==> src/rtl/pixel_reorder_buffer.sv <==
// rtl/pixel_reorder_buffer.sv - Round-robin merge of per-core pixel FIFOs into one framed pixel stream
// Optional PIXBUF_STATS_EN adds saturating stat_pixels / stat_stalls counters.
module pixel_reorder_buffer #(
  parameter int NUM_CORES  = 4,
  parameter int FIFO_DEPTH = 4,
  parameter int DIM_W      = 12,
  localparam int CM_W      = (NUM_CORES > 1) ? $clog2(NUM_CORES) : 1,
  localparam int AW        = $clog2(FIFO_DEPTH)
) (
  input  logic                    aclk,
  input  logic                    areset,
  input  logic                    start,
  input  logic [CM_W-1:0]         cores_m1,
  input  logic [DIM_W-1:0]        line_width,
  input  logic [DIM_W-1:0]        frame_lines,
  input  logic [24*NUM_CORES-1:0] core_pixel,
  input  logic [NUM_CORES-1:0]    core_valid,
  output logic [NUM_CORES-1:0]    core_ready,
  output logic [23:0]             out_pixel,
  output logic                    out_valid,
  input  logic                    out_ready,
  output logic                    out_user,
  output logic                    out_last,
  output logic                    busy
`ifdef PIXBUF_STATS_EN
  ,
  output logic [31:0]             stat_pixels,
  output logic [31:0]             stat_stalls
`endif
);

  localparam logic [CM_W-1:0] MAX_M1 = CM_W'(NUM_CORES - 1);
  localparam logic [AW:0]     DEPTH  = (AW+1)'(FIFO_DEPTH);

  typedef enum logic {IDLE, RUN} state_t;
  state_t state, state_nx;

  logic [CM_W-1:0]  cfg_m1, rr_ptr;
  logic [DIM_W-1:0] cfg_wm1, cfg_hm1, x, y;
  logic             out_eof;

  logic [23:0]   mem    [NUM_CORES][FIFO_DEPTH];
  logic [AW-1:0] wr_ptr [NUM_CORES];
  logic [AW-1:0] rd_ptr [NUM_CORES];
  logic [AW:0]   count  [NUM_CORES];

  logic [NUM_CORES-1:0] push, pop;
  logic                 sel_empty, load, handshake, frame_done;

  assign busy       = (state == RUN);
  assign sel_empty  = (count[rr_ptr] == '0);
  assign handshake  = out_valid && out_ready;
  assign frame_done = handshake && out_eof;
  // Once the end-of-frame pixel is in the output register nothing else is loaded behind it.
  assign load = (state == RUN) && !sel_empty && (!out_valid || out_ready) && !(out_valid && out_eof);

  always_comb begin
    core_ready = '0;
    push       = '0;
    pop        = '0;
    for (int i = 0; i < NUM_CORES; i++) begin
      core_ready[i] = (state == RUN) && (count[i] != DEPTH) && (i <= int'(cfg_m1));
      push[i]       = core_valid[i] && core_ready[i];
      pop[i]        = load && (rr_ptr == CM_W'(i));
    end
  end

  always_ff @(posedge aclk or posedge areset) begin
    if (areset) state <= IDLE;
    else        state <= state_nx;
  end

  always_comb begin
    state_nx = state;
    case (state)
      IDLE:    if (start) state_nx = RUN;
      RUN:     if (frame_done) state_nx = IDLE;
      default: state_nx = IDLE;
    endcase
  end

  always_ff @(posedge aclk) begin
    for (int i = 0; i < NUM_CORES; i++) begin
      if (push[i]) mem[i][wr_ptr[i]] <= core_pixel[24*i +: 24];
    end
  end

  always_ff @(posedge aclk or posedge areset) begin
    if (areset) begin
      cfg_m1    <= '0;
      cfg_wm1   <= '0;
      cfg_hm1   <= '0;
      rr_ptr    <= '0;
      x         <= '0;
      y         <= '0;
      out_pixel <= '0;
      out_valid <= 1'b0;
      out_user  <= 1'b0;
      out_last  <= 1'b0;
      out_eof   <= 1'b0;
      for (int i = 0; i < NUM_CORES; i++) begin
        wr_ptr[i] <= '0;
        rd_ptr[i] <= '0;
        count[i]  <= '0;
      end
    end else begin
      if (state == IDLE && start) begin
        cfg_m1  <= (int'(cores_m1) > NUM_CORES - 1) ? MAX_M1 : cores_m1;
        cfg_wm1 <= (line_width == '0) ? '0 : line_width - 1'b1;
        cfg_hm1 <= (frame_lines == '0) ? '0 : frame_lines - 1'b1;
        rr_ptr  <= '0;
        x       <= '0;
        y       <= '0;
      end
      if (frame_done) begin
        out_valid <= 1'b0;
        for (int i = 0; i < NUM_CORES; i++) begin
          wr_ptr[i] <= '0;
          rd_ptr[i] <= '0;
          count[i]  <= '0;
        end
      end else begin
        if (handshake) out_valid <= 1'b0;
        if (load) begin
          out_valid <= 1'b1;
          out_pixel <= mem[rr_ptr][rd_ptr[rr_ptr]];
          out_user  <= (x == '0) && (y == '0);
          out_last  <= (x == cfg_wm1);
          out_eof   <= (x == cfg_wm1) && (y == cfg_hm1);
          rr_ptr    <= (rr_ptr == cfg_m1) ? '0 : rr_ptr + 1'b1;
          if (x == cfg_wm1) begin
            x <= '0;
            y <= (y == cfg_hm1) ? '0 : y + 1'b1;
          end else begin
            x <= x + 1'b1;
          end
        end
        for (int i = 0; i < NUM_CORES; i++) begin
          if (push[i]) wr_ptr[i] <= wr_ptr[i] + 1'b1;
          if (pop[i])  rd_ptr[i] <= rd_ptr[i] + 1'b1;
          if (push[i] && !pop[i])      count[i] <= count[i] + 1'b1;
          else if (!push[i] && pop[i]) count[i] <= count[i] - 1'b1;
        end
      end
    end
  end

`ifdef PIXBUF_STATS_EN
  always_ff @(posedge aclk or posedge areset) begin
    if (areset) begin
      stat_pixels <= '0;
      stat_stalls <= '0;
    end else if (state == IDLE && start) begin
      stat_pixels <= '0;
      stat_stalls <= '0;
    end else begin
      if (handshake && stat_pixels != '1)               stat_pixels <= stat_pixels + 1'b1;
      if (out_valid && !out_ready && stat_stalls != '1) stat_stalls <= stat_stalls + 1'b1;
    end
  end
`endif

endmodule

==> config.mk <==
export PLATFORM = sky130hd
export DESIGN_NAME = pixel_reorder_buffer
export DESIGN_NICKNAME = d
export VERILOG_FILES = /design/src/rtl/pixel_reorder_buffer.sv
export SDC_FILE = /design/constraint.sdc
export NUM_CORES = 1
export LEC_CHECK = 0
export BUFFER_PORTS_ARGS = -buffer_cell sky130_fd_sc_hd__buf_2
export CORE_ASPECT_RATIO = 0.75
export CORE_MARGIN = 4
export CORE_UTILIZATION = 56
export DETAILED_ROUTE_END_ITERATION = 12
export PLACE_DENSITY = 0.86
export SETUP_SLACK_MARGIN = 0.5
export SYNTH_ARGS = -nofsm -noshare
export SYNTH_HDL_FRONTEND = slang
export SYNTH_SLANG_ARGS = --single-unit
==> constraint.sdc <==
create_clock -name aclk -period 4.65 [get_ports aclk]
set_input_delay 1.395 -clock aclk [delete_from_list [all_inputs] [get_ports aclk]]
set_output_delay 1.395 -clock aclk [all_outputs]
set_load 0.01 [all_outputs]
# [Word-level counts from Yosys, hierarchy flattened]
# Memory sizes are Yosys's and may differ from the RTL's.
# Index checks and enable logic that the tools add are counted.
[totals] n_memories=1 latch_bits=0 output_inout_bits=32 in_bits=130 regBits=109 romBits=0 ram_bits=384 word_cells=210
[mem_list] name="mem" depth=4 word_bits=96 rd=1 rd_ports_with_merged_regs=0 wr=4 line="42" source="logic [23:0] mem [NUM_CORES][FIFO_DEPTH];"
[op_classes] div=0 eq_ne=10 mul=0 n_reduce_logical=68 n_lt_le_gt_ge=13 muxes=65 n_bitwise=8 n_addsub=21 shift=0
[op_table] operator="96-bit 2-to-1 mux" n=4
[op_table] operator="24-bit demux with 2-bit select" n=4
[op_table] operator="12-bit 2-to-1 mux" n=12
[op_table] operator="24-bit 2-to-1 mux" n=6
[op_table] operator="24-bit binary-select mux with 2-bit select" n=1
[op_table] operator="12-bit logical NOT" n=4
[op_table] operator="1-bit logical AND" n=36
[op_table] operator="3-bit 2-to-1 mux" n=10
[op_table] operator="2-bit 2-to-1 mux" n=14
[op_table] operator="12-bit by 1-bit adder with 12-bit output, second input constant" n=2
[op_table] operator="12-bit == test" n=2
[op_table] operator="12-bit by 1-bit subtractor with 12-bit output, second input constant" n=2
[op_table] operator="2-bit by 1-bit adder with 2-bit output, second input constant" n=9
[op_table] operator="3-bit greater-or-equal comparator, second input constant" n=6
[op_table] operator="2-bit NOT with 3-bit output" n=6
[op_table] operator="8-bit 2-to-1 mux" n=2
[op_table] operator="2-bit nonzero test" n=8
[op_table] operator="3-bit nonzero test" n=5
[op_table] operator="3-bit by 1-bit adder with 3-bit output, second input constant" n=4
[op_table] operator="3-bit by 1-bit < comparator with 1-bit output, second input constant" n=4
[op_table] operator="3-bit inequality test, second input constant" n=4
[op_table] operator="3-bit by 1-bit subtractor with 3-bit output, second input constant" n=4
[op_table] operator="1-bit logical NOT" n=11
[op_table] operator="1-bit 2-to-1 mux" n=9
[op_table] operator="13 further kinds" n=16

# [Depth between registers and ports, before layout]
# Gate-level depths: netlist of run 1.
[logic_depth] word_depth=14 depth_mapped=12 mapped_depth_nobuf=9

# [Worst setup path after synthesis of run 1]
# OpenSTA, ideal clock, no wires.
[synth_timing] kind="input port to flip-flop" startpoint="input port out_ready" endpoint="register count[11] in the netlist's numbering" path_slack_ns=1.003 path_stages=11 n_path_buf=2 setup_ns=0.132 arrival_ns=3.515 required_ns=4.518 cell_sequence="inv_1 > o21ai_1 > o211a_1 > buf_2 > buf_1 > a21oi_1 > fa_1 > and2_1 > mux2i_1 > xnor2_1 > nor2_1"
[synth_via] elab_chain_len=8 word_cells_on_any_way=12 cone_classes="mux (2); reduce/logical (10)"
[synth_lines] item="from (decl)" line="21" source="input logic out_ready,"
[synth_lines] item="1-bit logical OR" line="55" source="assign load = (state == RUN) && !sel_empty && (!out_valid || out_ready) && !(out_valid && out_eof);"
[synth_lines] item="1-bit logical AND (2 in series)" line="55"
[synth_lines] item="1-bit logical AND" line="64" source="pop[i] = load && (rr_ptr == CM_W'(i));"
[synth_lines] item="1-bit logical NOT" line="141" source="if (push[i] && !pop[i]) count[i] <= count[i] + 1'b1;"
[synth_lines] item="1-bit logical AND" line="141"
[synth_lines] item="3-bit 2-to-1 mux" line="141"
[synth_lines] item="12-bit 2-to-1 mux" line="115" source="if (frame_done) begin"
[synth_lines] item="to (signal, indexed assignment)" line="141"
[synth_lines] item="to (signal, indexed assignment)" line="142" source="else if (!push[i] && pop[i]) count[i] <= count[i] - 1'b1;"
[synth_lines] item="to (decl)" line="45" source="logic [AW:0] count [NUM_CORES];"
# Several ways; a longest one is shown, not always the timed one.
# A chain may end at the register's enable or synchronous reset.

# [Worst setup path in the final report of run 1]
[layout_timing] startpoint="register rr_ptr[1]" endpoint="register out_pixel[11]"
[layout_via] elab_chain_len=10 word_cells_on_any_way=18 cone_classes="mux (9); bitwise (2); reduce/logical (6); memory (1)"
[layout_lines] item="from (decl)" line="38" source="logic [CM_W-1:0] cfg_m1, rr_ptr;"
[layout_lines] item="from (signal assigned)" line="130" source="rr_ptr <= (rr_ptr == cfg_m1) ? '0 : rr_ptr + 1'b1;"
[layout_lines] item="2-bit NOT with 3-bit output (not written as such)" line="51, 126"
[layout_lines] item="3-bit binary-select mux with 2-bit select" line="51" source="assign sel_empty = (count[rr_ptr] == '0);"
[layout_lines] item="3-bit 2-to-1 mux (not written as such) (2 in series)" line="51"
[layout_lines] item="3-bit logical NOT" line="51"
[layout_lines] item="1-bit logical NOT" line="55"
[layout_lines] item="1-bit logical AND (3 in series)" line="55"
[layout_lines] item="2-bit AND reduction (no source line)"
[layout_lines] item="to (signal assigned)" line="126" source="out_pixel <= mem[rr_ptr][rd_ptr[rr_ptr]];"
[layout_lines] item="to (decl)" line="19" source="output logic [23:0] out_pixel,"
# Several ways; a longest one is shown, not always the timed one. The select of a mux whose other input is x is not followed.

==> results of run 1 <==
## final timing paths
| check | startpoint | to | slack [ps] | depth (start not counted) |
|---|---|---|---|---|
| min in group asynchronous | areset | out_pixel[3] | 970 | 2 |
| worst min register to register | out_last | out_last | 470 | 1 |
| max in group asynchronous | areset | out_pixel[1] | 2910 | 3 |
| worst max-delay path | rr_ptr[1] | out_pixel[11] | 1150 | 7 |
| worst min-delay path | out_last | out_last | 470 | 1 |
| worst max register to register | rr_ptr[1] | out_pixel[11] | 1150 | 7 |
## final cells by class
type / count / area (sq um) / share of cell area
Clock buffer: 57 / 1240 / 0.0520
Antenna cell: 7 / 17.5 / 0.000732
Inverter: 33 / 128 / 0.00534
Timing Repair Buffer: 193 / 1060 / 0.0443
Sequential cell: 493 / 14300 / 0.597
Clock inverter: 26 / 234 / 0.00978
Tap cell: 504 / 631 / 0.0264
Multi-Input combinational cell: 897 / 6330 / 0.265
## where the power goes
| part | internal (mW) | switching (mW) | total [mW] |
|---|---|---|---|
| registers | 5.41 | 0.670 | 6.08 |
| logic | 1.63 | 2.87 | 4.49 |
| clock network | 2.08 | 1.63 | 3.70 |
## synth_stat cells (8+ instances only)
cell and n:
buf_2 23, and2_1 11, xnor2_1 30, mux2i_1 112
nand2_1 61, nor2b_1 92, nor3_1 28, a21oi_1 79
and3_1 26, o21ai_0 26, inv_1 32, nor4_1 15
dfrtp_1 109, buf_1 8, o21ai_1 24, edfxtp_1 384
nand3_1 16, xor2_1 32, ha_1 26, a211oi_1 152
a31oi_1 13, clkbuf_1 50, nor2_1 71
## logic make-up (layout without fill, tap and decap cells)
| logic type | Yosys count | in the layout |
|---|---|---|
| flip-flops | 493 | 493 |
| AND/OR/NAND/NOR | 363 | 363 |
| AO/OA/AOI/OAI | 323 | 323 |
| multiplexers | 119 | 119 |
| buffers and inverters | 118 | 309 |
| XOR/XNOR | 62 | 62 |
| adder cells (fa/ha/maj) | 30 | 30 |
| other | 0 | 7 |
## layer usage
layer  routed length, microns  up-vias  share of wire
met4                     1430       22          0.027
li1                         -     6010              -
met3                     6900      105           0.13
met5                      139        -         0.0026
met1                    21200     6719           0.40
met2                    23400      858           0.44
## flip-flops by register name, summed over array words and instances, names as in the netlist, 8 cells and up
| signal | cells |
|---|---|
| mem | 384 |
| out_pixel | 24 |
| cfg_hm1 | 12 |
| cfg_wm1 | 12 |
| count | 12 |
| x | 12 |
| y | 12 |
| rd_ptr | 8 |
| wr_ptr | 8 |
==> results_dict.tcl, run 1 <==
set metrics [dict create \
    io_buffers 161 \
    synth-simple-area-share 0.0932 \
    cts_resized 0 \
    placed_cell_area_sq_um 22400 \
    outcome "finished clean" \
    grt_busiest_layer "met1" \
    drc 0 \
    slew_headroom 0.239 \
    synth.top_cell.area_share 0.548 \
    gr-total-overflow 0 \
    crit_required_ps 5130 \
    synth.yosys.seq_area_share 0.678 \
    arrival_ps 3980 \
    fin_nets 1824 \
    critPathTopFamily "buffers and inverters" \
    mappedNetlistNets 1668 \
    setup_violations 0 \
    rows 61 \
    crit_path_end_kind "flop" \
    yosysTopAreaCell "edfxtp_1" \
    synth_area_leaders "edfxtp_1 (55%), dfrtp_1 (13%), a211oi_1 (5.4%)" \
    fin_cells 2210 \
    worst_pin_slew_ps 1140 \
    hp-class "flop to flop" \
    cts_made_buffers 46 \
    pre_cts_slack_ps 1110 \
    grt_pass1_vias 12900 \
    fin_setup_tns_ps 0 \
    synth-compound-area-share 0.102 \
    grt_pass1_wl_microns 79100 \
    p_per_area_nw_per_um2 597 \
    track_usage 0.254 \
    max_freq_mhz 286 \
    layout_common_cells "edfxtp_1 (384), buf_2 (161), a211oi_1 (152)" \
    cp-start-kind "flop" \
    dpl.hpwl_microns 34900 \
    synth_top_family_by_area "compound AO/OA/AOI/OAI gates" \
    nFillCells 2575 \
    postCtsSetupRepairBufs 0 \
    holdWs_ps 470 \
    use_met1 0.374 \
    path_class "flop to flop" \
    hold_viol 0 \
    path_cells "buf_4 > mux2i_4 > buf_4 > a211oi_1 > a211oi_1 > nor3_1 > a21oi_1" \
    die_h_microns 176 \
    vias_per_cell 6.21 \
    die-width_microns 232 \
    synth-xor-area-share 0.0258 \
    max-vdd-ir-drop_v 0.000330 \
    final_common_cell "edfxtp_1" \
    grt_util_met3 0.0812 \
    netlist_instances 1508 \
    p_leak_nw 8.92 \
    wire_per_inst_microns 24.0 \
    synth.lib_cells_used.distinct 58 \
    clk_latency_ps 570 \
    wirelength_microns 53100 \
    synth.area.mux_share 0.0592 \
    cts-hold-fix-buffers 0 \
    fin_util 0.645 \
    cts_tree "built" \
    cts.htree.levels 2 \
    total_power_mw 14.3 \
    root_buffer "clkbuf_16" \
    grt_antenna_before_repair 16 \
    clock_sinks 493 \
    fin_crit_ps 3500 \
    ys.flop_type "edfxtp_1" \
    initial_utilization 0.567 \
    synthAdderAreaFrac 0.0193 \
    detail_route.first_pass.iterations 5 \
    ys_seq_elements 493 \
    rsz0062_at_grt "false" \
    synth_area_sq_um 21000 \
    drive_gt1_frac 0.171 \
    clk_pin_slew_worst_paths_ps 60 \
    skew_ps 23.0 \
    area_growth_pct 13.6 \
    finalWorstSetupSlack_ps 1150 \
    ant_nets 0 \
    die_area_sq_um 40800 \
    post-route-period-util 0.753 \
    drv_cap 0 \
    maxSlewViolCount 0 \
    io_pins 162 \
    final_area_sq_um 23900 \
    grt_max_degree 85 \
    max_stage_delay_ps 880 \
    drt_iter0_drc 1893 \
    core_region_area_sq_um 37100 \
    worst-path-buf-inv 2 \
    synth.avg_cell_area_sq_um 14.0 \
    use_met2 0.372 \
    synthArstFlopShare 0.221 \
    cts_max_path_buffers 3 \
    critPathMaxFanout 63 \
    critPathSlowestCell "dfrtp_4" \
    gp_congestion 0.919 \
    vias 13700 \
    yosysWarnings 0 \
    placed_cells 2120 \
    synth-edff-count 384 \
]
No activity file was read; power rests on OpenSTA's default activity.
==> run 2, diff against run 1 <==
--- a/config.mk
+++ b/config.mk
@@ -5,6 +5,7 @@
 export SDC_FILE = /design/constraint.sdc
 export NUM_CORES = 1
 export LEC_CHECK = 0
+export ABC_AREA = 1
 export BUFFER_PORTS_ARGS = -buffer_cell sky130_fd_sc_hd__buf_2
 export CORE_ASPECT_RATIO = 0.75
 export CORE_MARGIN = 4
==> constraint.sdc (replaced) <==
create_clock -name aclk -period 3.3 [get_ports aclk]
set_input_delay 0.99 -clock aclk [delete_from_list [all_inputs] [get_ports aclk]]
set_output_delay 0.99 -clock aclk [all_outputs]
set_load 0.01 [all_outputs]
==> results_dict.tcl, run 2 <==
set metrics [dict create \
    outcome "finished clean" \
    wire_per_inst_microns 21.7 \
    clk_latency_ps 580 \
    synth.lib_cells_used.distinct 39 \
    fin_setup_tns_ps 0 \
    io_buffers 161 \
    synth_area_sq_um 21100 \
    die_area_sq_um 40900 \
    hold_viol 0 \
    worst_pin_slew_ps 1010 \
    gr-total-overflow 0 \
    die-width_microns 232 \
    final_common_cell "edfxtp_1" \
    setup_violations 0 \
    synth_area_leaders "edfxtp_1 (55%), dfrtp_1 (13%), o21ai_0 (6.8%)" \
    core_region_area_sq_um 37200 \
    ant_nets 0 \
    postCtsSetupRepairBufs 0 \
    yosysWarnings 0 \
    path_cells "inv_4 > buf_4 > nand2_1 > nand3_1 > nand2_2 > inv_1 > buf_4 > nor2_1 > o21ai_1 > nand2_1 > nand2_1" \
    post-route-period-util 0.816 \
    synth-edff-count 384 \
    layout_common_cells "edfxtp_1 (384), nor2_1 (306), o21ai_0 (286)" \
    synth.avg_cell_area_sq_um 11.2 \
    max_freq_mhz 371 \
    maxSlewViolCount 0 \
    synth.top_cell.area_share 0.546 \
    max-vdd-ir-drop_v 0.000498 \
    detail_route.first_pass.iterations 6 \
    p_leak_nw 9.26 \
    fin_crit_ps 2690 \
    io_pins 162 \
    drive_gt1_frac 0.149 \
    yosysTopAreaCell "edfxtp_1" \
    mappedNetlistNets 2041 \
    fin_util 0.646 \
    crit_path_end_kind "flop" \
    path_class "flop to flop" \
    die_h_microns 176 \
    wirelength_microns 55900 \
    cts_made_buffers 46 \
    cts_resized 0 \
    critPathMaxFanout 51 \
    cts-hold-fix-buffers 0 \
    track_usage 0.268 \
    slew_headroom 0.323 \
    arrival_ps 3190 \
    synth_common_cells "edfxtp_1 (384), nor2_1 (322), o21ai_0 (286)" \
    p_per_area_nw_per_um2 886 \
    ys_seq_elements 493 \
    grt_antenna_before_repair 16 \
    placed_cell_area_sq_um 22400 \
    hp-class "flop to flop" \
    critPathSlowestCell "dfrtp_4" \
    fin_nets 2190 \
    netlist_instances 1881 \
    cp-start-kind "flop" \
    ys.flop_type "edfxtp_1" \
    drv_cap 0 \
    max_stage_delay_ps 560 \
    critPathTopFamily "buffers and inverters" \
    clk_pin_slew_worst_paths_ps 60 \
    dpl.hpwl_microns 33600 \
    worst-path-buf-inv 4 \
    cts_max_path_buffers 3 \
    crit_required_ps 3800 \
    drt_iter0_drc 2189 \
    synth.yosys.seq_area_share 0.675 \
    cts.htree.levels 2 \
    vias 15700 \
    synthArstFlopShare 0.221 \
    clock_sinks 493 \
    initial_utilization 0.568 \
    rows 61 \
    gp_congestion 0.867 \
    grt_pass1_wl_microns 85000 \
    final_area_sq_um 24000 \
    rsz0062_at_grt "false" \
    synth_most_common_cell "edfxtp_1" \
    cts_tree "built" \
    root_buffer "clkbuf_16" \
    drc 0 \
    grt_max_degree 124 \
    area_growth_pct 13.7 \
    crit_top_cell "nand2_1" \
    skew_ps 21.7 \
    largest_reg_flops 384 \
    vias_per_cell 6.07 \
    grt_pass1_vias 15200 \
]
-- run 2: cell types whose count changed in the layout (fill, tap and decap cells not counted), moves of 109 or more --
cell / delta
o21ai_0: +260
nor2_1: +235
o22ai_1: +109
a211oi_1: -152
nand2_1: +144
mux2i_1: -110
-- run 2: worst paths after layout --
path	cells after the start	from	to	slack [ps]
max in group asynchronous	3	areset	rr_ptr[0]	2150
hold / removal	2	out_pixel[18]	out_pixel[18]	470
min in group asynchronous	3	areset	out_pixel[18]	590
setup reg to reg	11	rr_ptr[0]	out_pixel[2]	610
hold reg to reg	2	out_pixel[18]	out_pixel[18]	470
setup / recovery	11	rr_ptr[0]	out_pixel[2]	610
-- run 2: cell type report --
cell class	instances	area, sq um
fillers	2580	13200
diodes	8	20.0
multi-input cells	1175	6000
clock inverters	18	258
clock buffers	67	1280
well taps	504	631
inverters	115	438
repair buffers	199	1110
flip-flops and latches	493	14300
-- run 2: cell families (layout without fill, tap and decap cells) --
family	Yosys count	after routing	share of synthesized area
compound gates	466	466	0.118
xor+xnor	57	57	0.0236
fa+ha+maj	30	30	0.0192
buf+inv	213	399	0.0426
flops	493	493	0.675
other cells	0	8	0
simple gates	622	622	0.121
-- run 2: layer usage --
layer | track usage | share of wire | vias to the layer above
met5 | 0 | 0.0021 | -
met4 | 0.0941 | 0.037 | 18
met3 | 0.0740 | 0.14 | 202
met2 | 0.425 | 0.46 | 1121
met1 | 0.362 | 0.37 | 7418
li1 | - | - | 6896
-- run 2: tightest hold or removal path, cell delays in order, from the launching register on --
cell	delay (ps)
dfrtp_1	340
nand2_1	50
nand2_1	50
-- run 2: per-stage QoR --
stage | hold slack [ps] | power [mW] | std cells | setup slack (ps)
after floorplan | 453 | 13.4 | 1881 | 588
after global placement | 458 | 15.2 | 2486 | 440
after detailed placement | 459 | 15.6 | 2486 | 390
after CTS | 476 | 21.1 | 2571 | 694
after global routing | 493 | 22.4 | 2575 | 504
final | 473 | 21.3 | 2579 | 606
-- run 2: where the power goes --
group	switching (mW)	leakage [nW]	internal, mW	total, mW
Clock	2.29	0.750	3.18	5.47
Sequential	0.604	4.84	7.77	8.37
Combinational	5.12	3.68	2.29	7.41
Total	8.01	9.26	13.2	21.3
